--- src/rtl/ifid_stage.sv ---
// IF/ID pipeline register with load-use / jump-register stall control and a saturating stall counter.
// Define IFID_DELAY_SLOT_EN to treat the IF instruction as a delay slot instead of flushing on redirect.
module ifid_stage #(
    parameter int unsigned CNT_W = 16
) (
    input  logic             clk,
    input  logic             reset,
    input  logic [31:0]      Instruction_if,
    input  logic [31:0]      NextPC_if,
    input  logic             Z,
    input  logic             J,
    input  logic             JR,
    input  logic             MemRead_ex,
    input  logic             RegWrite_ex,
    input  logic [4:0]       WriteReg_ex,
    output logic [31:0]      Instruction_id,
    output logic [31:0]      NextPC_id,
    output logic             valid_id,
    output logic             PC_IFWrite,
    output logic             Stall_id,
    output logic [CNT_W-1:0] stall_count
);

    typedef enum logic {RUN = 1'b0, HOLD = 1'b1} state_t;

    state_t           state_q, state_d;
    logic [31:0]      instr_q, instr_d;
    logic [31:0]      npc_q, npc_d;
    logic             valid_q, valid_d;
    logic [CNT_W-1:0] cnt_q, cnt_d;

    logic [5:0] op, funct;
    logic [4:0] rs, rt;
    logic       uses_rt, is_jr, load_use, jr_use, hazard, redirect;

    assign op    = instr_q[31:26];
    assign rs    = instr_q[25:21];
    assign rt    = instr_q[20:16];
    assign funct = instr_q[5:0];

    assign uses_rt  = (op == 6'h00) || (op == 6'h04) || (op == 6'h05) || (op == 6'h2B);
    assign is_jr    = (op == 6'h00) && (funct == 6'h08);
    assign load_use = valid_q && MemRead_ex && (WriteReg_ex != 5'd0) &&
                      ((WriteReg_ex == rs) || (uses_rt && (WriteReg_ex == rt)));
    assign jr_use   = valid_q && is_jr && RegWrite_ex && (WriteReg_ex != 5'd0) &&
                      (WriteReg_ex == rs);
    assign hazard   = load_use || jr_use;
    assign redirect = Z || J || JR;

    always_ff @(posedge clk or posedge reset) begin
        if (reset) state_q <= RUN;
        else       state_q <= state_d;
    end

    always_comb begin
        state_d = RUN;
        if (!redirect && (state_q == RUN) && is_jr && load_use) state_d = HOLD;
    end

    always_comb begin
        PC_IFWrite = 1'b1;
        Stall_id   = 1'b0;
        case (state_q)
            RUN: begin
                if (hazard) begin
                    PC_IFWrite = 1'b0;
                    Stall_id   = 1'b1;
                end
            end
            HOLD: begin
                PC_IFWrite = 1'b0;
                Stall_id   = 1'b1;
            end
            default: ;
        endcase
    end

    always_comb begin
        instr_d = instr_q;
        npc_d   = npc_q;
        valid_d = valid_q;
`ifdef IFID_DELAY_SLOT_EN
        if (PC_IFWrite) begin
            instr_d = Instruction_if;
            npc_d   = NextPC_if;
            valid_d = 1'b1;
        end
`else
        if (redirect) begin
            instr_d = '0;
            npc_d   = NextPC_if;
            valid_d = 1'b0;
        end else if (PC_IFWrite) begin
            instr_d = Instruction_if;
            npc_d   = NextPC_if;
            valid_d = 1'b1;
        end
`endif
        cnt_d = cnt_q;
        // Counter sticks at all-ones rather than wrapping.
        if (!PC_IFWrite && !redirect && (cnt_q != '1)) cnt_d = cnt_q + CNT_W'(1);
    end

    always_ff @(posedge clk or posedge reset) begin
        if (reset) begin
            instr_q <= '0;
            npc_q   <= '0;
            valid_q <= 1'b0;
            cnt_q   <= '0;
        end else begin
            instr_q <= instr_d;
            npc_q   <= npc_d;
            valid_q <= valid_d;
            cnt_q   <= cnt_d;
        end
    end

    assign Instruction_id = instr_q;
    assign NextPC_id      = npc_q;
    assign valid_id       = valid_q;
    assign stall_count    = cnt_q;

endmodule

--- config.mk ---
export PLATFORM = sky130hd
export DESIGN_NAME = ifid_stage
export DESIGN_NICKNAME = d
export VERILOG_FILES = /design/src/rtl/ifid_stage.sv
export SDC_FILE = /design/constraint.sdc
export NUM_CORES = 1
export LEC_CHECK = 0
export ABC_CLOCK_PERIOD_IN_PS = 3770
export CAP_MARGIN = 15
export CORE_UTILIZATION = 44
export CTS_CLUSTER_DIAMETER = 150
export DETAILED_ROUTE_END_ITERATION = 6
export GPL_TIMING_DRIVEN = 0
export PLACE_DENSITY = 0.85
export SLEW_MARGIN = 20
export SYNTH_ARGS = -nofsm -noshare
export SYNTH_HDL_FRONTEND = slang
export SYNTH_SLANG_ARGS = --single-unit
export TNS_END_PERCENT = 50
--- constraint.sdc ---
create_clock -name clk -period 3.77 [get_ports clk]
set_input_delay 0.377 -clock clk [delete_from_list [all_inputs] [get_ports clk]]
set_output_delay 0.377 -clock clk [all_outputs]
set_load 0.01 [all_outputs]
Yosys cells after proc, flatten, opt, wreduce, memory -nomap -nowiden

Index checks and enable logic that the tools add are counted.

Latch bits: 0
RAM bits: 0
Bits of input ports: 76
Register bits: 82
Word-level logic and storage cells: 51
Memories: 0
Memory bits (read-only): 0
Output and inout port bits: 83

Multiply operators: 0
Bitwise gates (word level): 1
Div/mod/pow operators: 0
$lt $le $gt $ge: 0
Muxes and demuxes: 11
Add/sub/neg operators: 1
Shifts and indexed selects: 0
Reduce and logical (&&, ||, !) cells: 26
Equal/unequal tests: 7

Operators by type and width:

| kind                  | count |
|---|---|
| $mux 32               | 4 |
| $add 16x1->16 const B | 1 |
| $ne 16x16->1 const B  | 1 |
| $logic_and 1x1->1     | 14 |
| $eq 6x3->1 const B    | 2 |
| $eq 5x5->1            | 2 |
| $logic_or 1x1->1      | 7 |
| $eq 6x4->1 const B    | 1 |
| $eq 6x6->1 const B    | 1 |
| $logic_not 6->1       | 1 |
| $mux 1                | 5 |
| $reduce_bool 5->1     | 1 |
| $pmux 1 s2            | 2 |
| $logic_not 1->1       | 2 |
| $reduce_bool 2->1     | 1 |
| $not 1->1             | 1 |

Depth between registers and ports, before layout

Gate-level depths: netlist of the first run.

Depth in word-level cells: 13
Mapped depth: 9
Mapped depth without buffers: 8

Least setup slack after synthesis of the first run

Ideal clock, no wire load.

Path type: reg2reg
Start: reg instr_q[17], in the netlist Instruction_id[17]
End: reg npc_q[0], in the netlist NextPC_id[0]
Cell stages (with the launch flop): 8
Path buffers: 1
Data arrival time: 2.124 ns
Setup slack: 1.521 ns
Cells stage by stage: dfrtp_1 -> xnor2_1 -> nand4_1 -> or4_1 -> a21o_1 -> a21oi_4 -> buf_2 -> mux2_2

Word-level cells in the longest chain between the ends: 8

RTL lines:

| item                               | line | RTL |
|---|---|---|
| start: declaration                 | 27   | `logic [31:0] instr_q, instr_d;` |
| start signal: assignment           | 111  | `instr_q <= instr_d;` |
| $eq 5x5->1                         | 44   | `((WriteReg_ex == rs) \|\| (uses_rt && (WriteReg_ex == rt)));` |
| $logic_and 1x1->1                  | 44   |  |
| $logic_or 1x1->1                   | 44   |  |
| $logic_and 1x1->1                  | 43   | `assign load_use = valid_q && MemRead_ex && (WriteReg_ex != 5'd0) &&` |
| $logic_or 1x1->1                   | 47   | `assign hazard = load_use \|\| jr_use;` |
| $mux 1                             | 65   | `if (hazard) begin` |
| $pmux 1 s2                         | 63   | `case (state_q)` |
| $reduce_bool 2->1 (no source line) | --   |  |
| end signal: assignment             | 112  | `npc_q <= npc_d;` |
| end: declaration                   | 28   | `logic [31:0] npc_q, npc_d;` |

Every way passes these cells.
A chain may end at the register's enable or synchronous reset.

Final worst setup path of the first run

Start: in WriteReg_ex[0]
End: out PC_IFWrite

Word-level cells in the longest chain between the ends: 7
Elaborated cells between the ends (all ways): 12
Those cells by class: eq/ne: 2; mux: 2; reduce/logical: 8

RTL lines:

| item                 | line | RTL |
|---|---|---|
| start: declaration   | 15   | `input logic [4:0] WriteReg_ex,` |
| $eq 5x5->1           | 44   |  |
| $logic_and 1x1->1    | 44   |  |
| $logic_or 1x1->1     | 44   |  |
| $logic_and 1x1->1    | 43   |  |
| $logic_or 1x1->1 (*) | 47   |  |
| $mux 1 (*)           | 65   |  |
| $pmux 1 s2 (*)       | 63   |  |
| end: declaration     | 19   | `output logic PC_IFWrite,` |

Every way passes the cells marked *; elsewhere a longest branch is shown, timed or not.

==> impl_metrics.ini, run 1 <==
[run_status]
status = finished clean

[synthesis]
synth.cell_area_um2 = 3420
synthArstFlopShare = 1.00
synth_top_family_by_area = multiplexers
synth_xor_area_frac = 0.0588
synth_flop_cell = dfrtp_1
muxShareOfSynthArea = 0.111
syn_area_per_cell_um2 = 13.5
synth_seq_cells = 82
yosysUniqueCellTypes = 33
synth_compound_area_frac = 0.104
synth-simple-area-share = 0.101
yosys.area_share.adder = 0.00365
yosys_warnings = 0
yosysMostFrequentCell = dfrtp_1
synthesis.nets = 331
synth.area.top_cells = dfrtp_1 (60%), mux2_2 (11%), a22o_1 (8.2%), xnor2_1 (4.6%), and3_1 (1.3%)
synth_edf_count = 0
synthCells = 254
seq_area_frac_synth = 0.599
netlist_top_cells_count = dfrtp_1 (82), mux2_2 (33), a22o_1 (32), xnor2_1 (18)
yosysTopAreaCellShare = 0.599
yosysTopAreaCell = dfrtp_1

[timing]
drv_slew = 0
fmax_ghz = 0.315
min_period_ns = 3.18
max_slew.worst_pin.slew_ns = 0.647
finalCritPeriodShare = 0.843
final-hold-violation-count = 0
skew_ns = 0.0121
finalSetupViolCount = 0
rsz0062_at_grt = no
fin_tns_setup_ns = 0
maxSlewHeadroom = 0.565

[clock_network]
cts_num_sinks = 82
clockRootBuffer = clkbuf_8
cts_max_level = 3
clk_path_buf_depth = 2
cts_tree = built
ctsHoldBuffers = 0
clk_pin_slew_ns = 0.09
postCtsSetupBuffers = 0
cts_buffers = 9
cts_resized = 0
clk_latency_ns = 0.34

[worst_setup_path]
startpoint_type = input port
worstPathMaxFanout = 4
r2r.worst_path.cells = 7
rrSetupSlack_ns = 1.23
setup.worst_path.end_class = primary output
criticalPathCategory = input port to primary output
reg2reg_from = Instruction_id[27]
required_ns = 3.39
critical_path_arrival_ns = 2.80
r2r-end = NextPC_id[5]

[placement]
gp_congestion = 0.814
post_dp_cell_area_um2 = 5160
place_hpwl_um = 6770
port_buffers = 158
place_inst = 512

[layout]
diodes = 0
syn_to_final_growth_pct = 56.9
fin_nets = 501
fin_area_um2 = 5370
final_layout_size_suffix_gt1_frac = 0.156
final_cells = 528

[drt]
viasPerCell = 5.23
drt_iter0_markers = 93
wl_per_cell_um = 16.9
routed_wl_um = 8950
drtAntennaViolNets = 0
vias = 2760
first_pass_iters = 4
drc = 0

[floorplan]
die_y_um = 90.2
start_util = 0.465
pin_count = 159
fp.dieArea_um2 = 8140
fp.dieW_um = 90.2
core_um2 = 7370
rows = 31

[job]
cap_violations = 0

[grt]
first_global_vias = 2876
antenna_found_initial = 0
grt-ovfl-total = 0
grt_start_max_net_pins = 49
grt_pass1_wl_um = 14800
grt_usage = 0.232

[power]
powerDensity_nw_per_um2 = 336
irDropWorstVdd_v = 0.000211
p_leak_nw = 2.29

[worst_hold_path]
worstHoldPathType = input port to async pin
[stage by stage]
step           power [mW]   util  setup WS, ns  hold slack, ns
2_1_floorplan        1.00      -          1.28           0.455
3_3_place_gp         1.15  0.696       0.00989           0.472
3_5_place_dp         1.16  0.700         0.623           0.486
4_1_cts              1.83  0.729         0.593           0.403
5_1_grt              1.88  0.729         0.496           0.433
6_report             1.81  0.729         0.594           0.398
[placed cells by master (no fill, tap or decap), types with 2 or more instances in the layout]
master	count
and3_1	7
xnor2_1	18
buf_2	8
xor2_1	5
clkbuf_1	4
o211ai_1	2
and2_1	2
a22o_1	32
nor3_1	5
nor4_1	2
nand4_1	7
dfrtp_1	82
nand2_1	8
mux2_2	33
and4bb_2	2
inv_1	2
nor2_1	5
clkinv_4	2
a21oi_1	3
clkbuf_8	11
clkdlybuf4s50_1	158
nand3_1	8
or4_1	2
or3_1	3
nor4b_2	2
[where the power goes]
group	switching, mW	internal, mW	total, mW
Clock	0.319	0.346	0.665
Sequential	0.0172	0.906	0.923
Combinational	0.0749	0.143	0.218
Total	0.411	1.39	1.81
[layer usage]
metal	up-vias	GRT usage	routed length [um]
met2	104	0.381	4420
met4	0	0.0981	229
met1	1369	0.300	3800
li1	1271	-	-
met5	-	0	0
met3	16	0.0448	490
[worst max path at each step]
stage / from / end / slack [ns] / cells past startpoint
5_1_grt: WriteReg_ex[0] / PC_IFWrite / 0.50 / 8
4_1_cts: WriteReg_ex[0] / PC_IFWrite / 0.59 / 8
3_3_place_gp: reset / NextPC_id[29] / 0.01 / 2
2_1_floorplan: reset / Instruction_id[0] / 1.28 / 1
6_report: WriteReg_ex[0] / PC_IFWrite / 0.59 / 8
3_5_place_dp: WriteReg_ex[0] / PC_IFWrite / 0.62 / 8
[cell type report]
cell class,count,area [um^2]
well taps,99,124
multi-input cells,156,1300
repair buffers,159,1610
clock buffers,11,151
clock inverters,5,61.3
inverters,3,13.8
fillers,529,2000
plain buffers,13,62.6
flip-flops and latches,82,2050
[worst max-delay path, stage by stage]
cell and delay (ns):
clkdlybuf4s50_1 0.48, or4_1 0.58, o211ai_1 0.25, nor4_1 0.08, nor2_1 0.23, nand2_1 0.15, inv_1 0.09, clkdlybuf4s50_1 0.56
[registers in the layout, indices dropped and copies added, names as in the netlist]
| register | count |
|---|---|
| Instruction_id | 32 |
| NextPC_id | 32 |
| stall_count | 16 |
| state_q | 1 |
| valid_id | 1 |
[kinds of logic after synthesis]
kind of cell,Yosys count
flip-flops,82
AND/OR/NAND/NOR,57
AO/OA/AOI/OAI,41
multiplexers,34
XOR/XNOR,23
buffers and inverters,16
adder cells (fa/ha/maj),1
(Power assumes the default switching activity.)
==> inputs of run 2 (changes only) <==
ABC_CLOCK_PERIOD_IN_PS = 2600   (was 3770)
CORE_UTILIZATION = 37   (was 44)
PLACE_DENSITY = 0.76   (was 0.85)
clock period = 2.6 ns   (was 3.77 ns; I/O delays follow)
==> run 2 against run 1 <==
- combinational power grew 44%
- wire length fell by 2.0%
- largest cell class unchanged
- power is 40% higher
- clock-buffer cell count unchanged
- critical path depth is 1 lower
- worst hold slack worse by 0.090 ns
- core utilization fell by 11 points
- via count is 0.94% lower
- the run now ends with DRC left
- die area is 18% higher
- largest power group unchanged
- non-clock buffer count grew 6
==> impl_metrics.ini, run 2 (synthesis results as in run 1) <==
[layout]
fill_cells = 718
final_common_cell = clkdlybuf4s50_1
layout_common_cells = clkdlybuf4s50_1 (153), dfrtp_1 (82), mux2_2 (33)
finish.utilization = 0.618
final_layout_size_suffix_gt1_frac = 0.186
multi_input_area_um2 = 1330
fin_nets = 507
diodes = 0
fin_area_um2 = 5470
final-seq-area_um2 = 2050
final_cells = 543
syn_to_final_growth_pct = 59.6

[power]
finalPower_mw = 2.53
p_leak_nw = 2.33
p_sw_mw = 0.603
irDropWorstVdd_v = 0.000293
sw_frac_of_total = 0.239
clockPowerShare = 0.345
power.share.sequential = 0.530
powerDensity_nw_per_um2 = 462
pwr-share-comb = 0.125
intPower_mw = 1.92

[timing]
maxSlewHeadroom = 0.527
skew_ns = 0.0134
drv_slew = 0
final-hold-violation-count = 0
finalSetupViolCount = 0
fin_tns_setup_ns = 0
finalCritPeriodShare = 0.961
max_slew.worst_pin.slew_ns = 0.704
fmax_ghz = 0.400
min_period_ns = 2.50

[worst_setup_path]
startpoint_type = input port
rrSetupSlack_ns = 0.14
slowest_stage = or4_4
r2r-end = stall_count[1]
criticalPathCategory = input port to primary output
path_cells = clkdlybuf4s50_1, xnor2_1, nand4_1, or4_4, a21o_1, nand2_2, dlygate4sd2_1
critical_path_arrival_ns = 2.24
setup.worst_path.end_class = primary output
cp_slowest_stage_delay_ns = 0.54
required_ns = 2.34
worstPathMaxFanout = 3
cp_num_buf_inv = 2
path_delay_family = buffers and inverters
r2r.worst_path.cells = 9
reg2reg_from = Instruction_id[19]

[floorplan]
fp.dieW_um = 98.2
rows = 34
pin_count = 159
fp.dieArea_um2 = 9640
die_y_um = 98.2
start_util = 0.387
core_um2 = 8850

[drt]
drt_iter0_markers = 72
vias = 2734
viasPerCell = 5.03
first_pass_iters = 7
drtAntennaViolNets = 0
drc = 10
wl_per_cell_um = 16.2
routed_wl_um = 8770

[placement]
post_dp_cell_area_um2 = 5160
place_hpwl_um = 6480
port_buffers = 158
gp_congestion = 0.802
place_inst = 521

[clock_network]
clk_path_buf_depth = 2
cts_num_sinks = 82
clk_latency_ns = 0.35
clockRootBuffer = clkbuf_8
cts_buffers = 9
clk_pin_slew_ns = 0.09
ctsHoldBuffers = 0
cts_max_level = 3
cts_tree = built

[run_status]
status = finished with violations
violations = DRC

[worst_hold_path]
worstHoldPathType = input port to async pin

[job]
cap_violations = 0

[grt]
grt_start_max_net_pins = 43
first_global_vias = 2969
grt_pass1_wl_um = 14700
antenna_found_initial = 0
grt_usage = 0.192
grt-ovfl-total = 0
## run 2: changes by cell type in the layout (fill, tap and decap cells not counted), moves of 2 or more
cell,delta
clkbuf_2,+3
clkdlybuf4s50_1,-5
buf_12,+2
buf_2,-5
buf_4,+5
buf_6,+4
dlygate4sd2_1,+3
clkbuf_1,-2
clkinvlp_4,+2
## run 2: power groups by stage
stage	clock (mW)	combinational (mW)	sequential, mW
after detailed placement	0	0.316	1.36
after global routing	0.960	0.338	1.34
after global placement	0	0.308	1.36
final	0.872	0.315	1.34
after floorplan	0	0.0764	1.38
after CTS	0.907	0.318	1.34
## run 2: cell type report
| cell class | instances | area share |
|---|---|---|
| clock buffer | 11 | 0.0277 |
| multi-input combinational | 156 | 0.243 |
| sequential | 82 | 0.375 |
| timing repair buffer | 165 | 0.302 |
| buffer | 13 | 0.0169 |
| tap | 108 | 0.0247 |
| inverter | 3 | 0.00252 |
| clock inverter | 5 | 0.00687 |
## run 2: worst max-delay path by stage
stage | slack [ns] | depth (start not counted) | to | from
after floorplan | 0.23 | 1 | Instruction_id[0] | reset
after global placement | -1.08 | 2 | Instruction_id[17] | reset
after detailed placement | -0.33 | 8 | PC_IFWrite | WriteReg_ex[0]
after CTS | 0.02 | 7 | PC_IFWrite | Instruction_id[20]
after global routing | -0.008 | 10 | stall_count[9] | Instruction_id[2]
final | 0.10 | 7 | Stall_id | WriteReg_ex[3]
## run 2: layer usage
| metal | track usage | wire length (um) | vias to the layer above |
|---|---|---|---|
| li1 | - | - | 1282 |
| met1 | 0.250 | 3810 | 1345 |
| met2 | 0.310 | 4140 | 100 |
| met3 | 0.0637 | 739 | 7 |
| met4 | 0.0471 | 77 | 0 |
| met5 | 0 | 0 | - |
## run 2: repair_timing
action,CTS,global route
endpoints found under the setup margin,2,77
gates cloned,0,1
setup buffers,2,3
resized for setup,11,16
pin swaps,2,10
## run 2: through the flow
step                      setup WS (ns)  hold WS (ns)
after CTS                        0.0158         0.313
after global routing           -0.00763         0.354
after floorplan                   0.232         0.393
after detailed placement         -0.331         0.482
final                             0.101         0.308
after global placement            -1.08         0.468
==> inputs of run 3 (changes only) <==
SKIP_LAST_GASP = 1   (was not set)
==> run 3 against run 2 <==
- the flow finishes with violations (DRC, setup timing)
- core utilization grew 1.5 points
- fmax fell by 5.6%
- flip-flop and latch count is the same
- final area increased by 2.5%
- die area unchanged
- sequential power hardly changed
==> impl_metrics.ini, run 3 (synthesis results as in run 1) <==
[run_status]
status = finished with violations
violations = DRC, setup timing

[worst_setup_path]
cp_num_buf_inv = 3
r2r-end = NextPC_id[20]
path_delay_family = buffers and inverters
required_ns = 2.88
rrSetupSlack_ns = 0.10
criticalPathCategory = input port to flop
critical_path_arrival_ns = 2.93
worstPathMaxFanout = 10
cp_slowest_stage_delay_ns = 0.57
setup.worst_path.end_class = flop
reg2reg_from = Instruction_id[20]
r2r.worst_path.cells = 8
startpoint_type = input port
slowest_stage = or4_1
path_cells = clkdlybuf4s50_1, or4_1, o211ai_1, buf_4, or3_1, nand2_1, a211oi_2, clkbuf_1, a22o_1

[grt]
grt-ovfl-total = 0
antenna_found_initial = 0
first_global_vias = 2970
grt_pass1_wl_um = 14700
grt_start_max_net_pins = 43
grt_usage = 0.192

[layout]
finish.utilization = 0.633
final_common_cell = clkdlybuf4s50_1
final-seq-area_um2 = 2050
multi_input_area_um2 = 1400
final_layout_size_suffix_gt1_frac = 0.189
syn_to_final_growth_pct = 63.6
fin_nets = 511
diodes = 0
layout_common_cells = clkdlybuf4s50_1 (155), dfrtp_1 (81), a22o_1 (32)
fill_cells = 709

[clock_network]
cts_buffers = 9
clk_pin_slew_ns = 0.09
clockRootBuffer = clkbuf_8
cts_max_level = 3
clk_path_buf_depth = 2
clk_latency_ns = 0.35
cts_num_sinks = 82
cts_tree = built
ctsHoldBuffers = 0

[drt]
wl_per_cell_um = 16.4
drtAntennaViolNets = 0
drc = 10
routed_wl_um = 8950
viasPerCell = 5.03
first_pass_iters = 7
drt_iter0_markers = 68
vias = 2753

[timing]
maxSlewHeadroom = 0.531
rsz0062_at_grt = yes
min_period_ns = 2.65
drv_slew = 0
finalCritPeriodShare = 1.02
final-hold-violation-count = 0
fmax_ghz = 0.378
max_slew.worst_pin.slew_ns = 0.698
timing.final.ws_setup_ns = -0.0471
skew_ns = 0.0153
finalSetupViolCount = 13

[power]
p_leak_nw = 2.41
finalPower_mw = 2.54
powerDensity_nw_per_um2 = 453
irDropWorstVdd_v = 0.000293

[floorplan]
die_y_um = 98.2
rows = 34
fp.dieArea_um2 = 9640
pin_count = 159
start_util = 0.387
core_um2 = 8850
fp.dieW_um = 98.2

[worst_hold_path]
worstHoldPathType = input port to async pin

[placement]
place_hpwl_um = 6480
dp_slack_ns = -0.331
gp_congestion = 0.802
port_buffers = 158

[job]
cap_violations = 0
run 3: per-layer routing:
metal / routed length, um / vias up / global-route usage / share of wire
li1: - / 1290 / - / -
met1: 3880 / 1352 / 0.249 / 0.43
met2: 4230 / 104 / 0.310 / 0.47
met3: 761 / 7 / 0.0637 / 0.085
met4: 77 / 0 / 0.0471 / 0.0086
met5: 0 / - / 0 / 0
run 3: report_power, final:
part	total, mW	switching, mW	internal (mW)
logic	0.324	0.109	0.215
clock network	0.876	0.473	0.403
registers	1.34	0.0264	1.31
total	2.54	0.609	1.93
run 3: cell type report:
cell class	count	share of cell area
Clock buffer	11	0.0270
Timing Repair Buffer	169	0.307
Sequential cell	82	0.367
Tap cell	108	0.0241
Inverter	3	0.00246
Buffer	13	0.0170
Clock inverter	5	0.00670
Multi-Input combinational cell	156	0.250
run 3: worst max-delay path by stage:
stage	from	cells past startpoint	endpoint	slack, ns
3_5_place_dp	WriteReg_ex[0]	8	PC_IFWrite	-0.33
6_report	WriteReg_ex[0]	9	Instruction_id[8]	-0.05
5_1_grt	WriteReg_ex[0]	9	Instruction_id[8]	-0.18
4_1_cts	WriteReg_ex[1]	7	Stall_id	-0.19
2_1_floorplan	reset	1	Instruction_id[0]	0.23
3_3_place_gp	reset	2	Instruction_id[17]	-1.08
run 3: repair_timing:
item	CTS	global route
buffers inserted	2	5
pin swaps	2	1
cloned	0	3
resized for setup	4	38
endpoints found under the setup margin	2	81
hold endpoints to repair	0	0
run 3: per-stage QoR:
stage | setup TNS [ns] | hold slack (ns) | std cells | area [um^2]
final | -0.356 | 0.299 | 547 | 5600
after global placement | -106.46 | 0.468 | 520 | 5140
after CTS | -1.16 | 0.313 | 539 | 5370
after detailed placement | -19.14 | 0.482 | 521 | 5160
after global routing | -3.88 | 0.353 | 547 | 5600
after floorplan | 0 | 0.393 | 254 | 3420
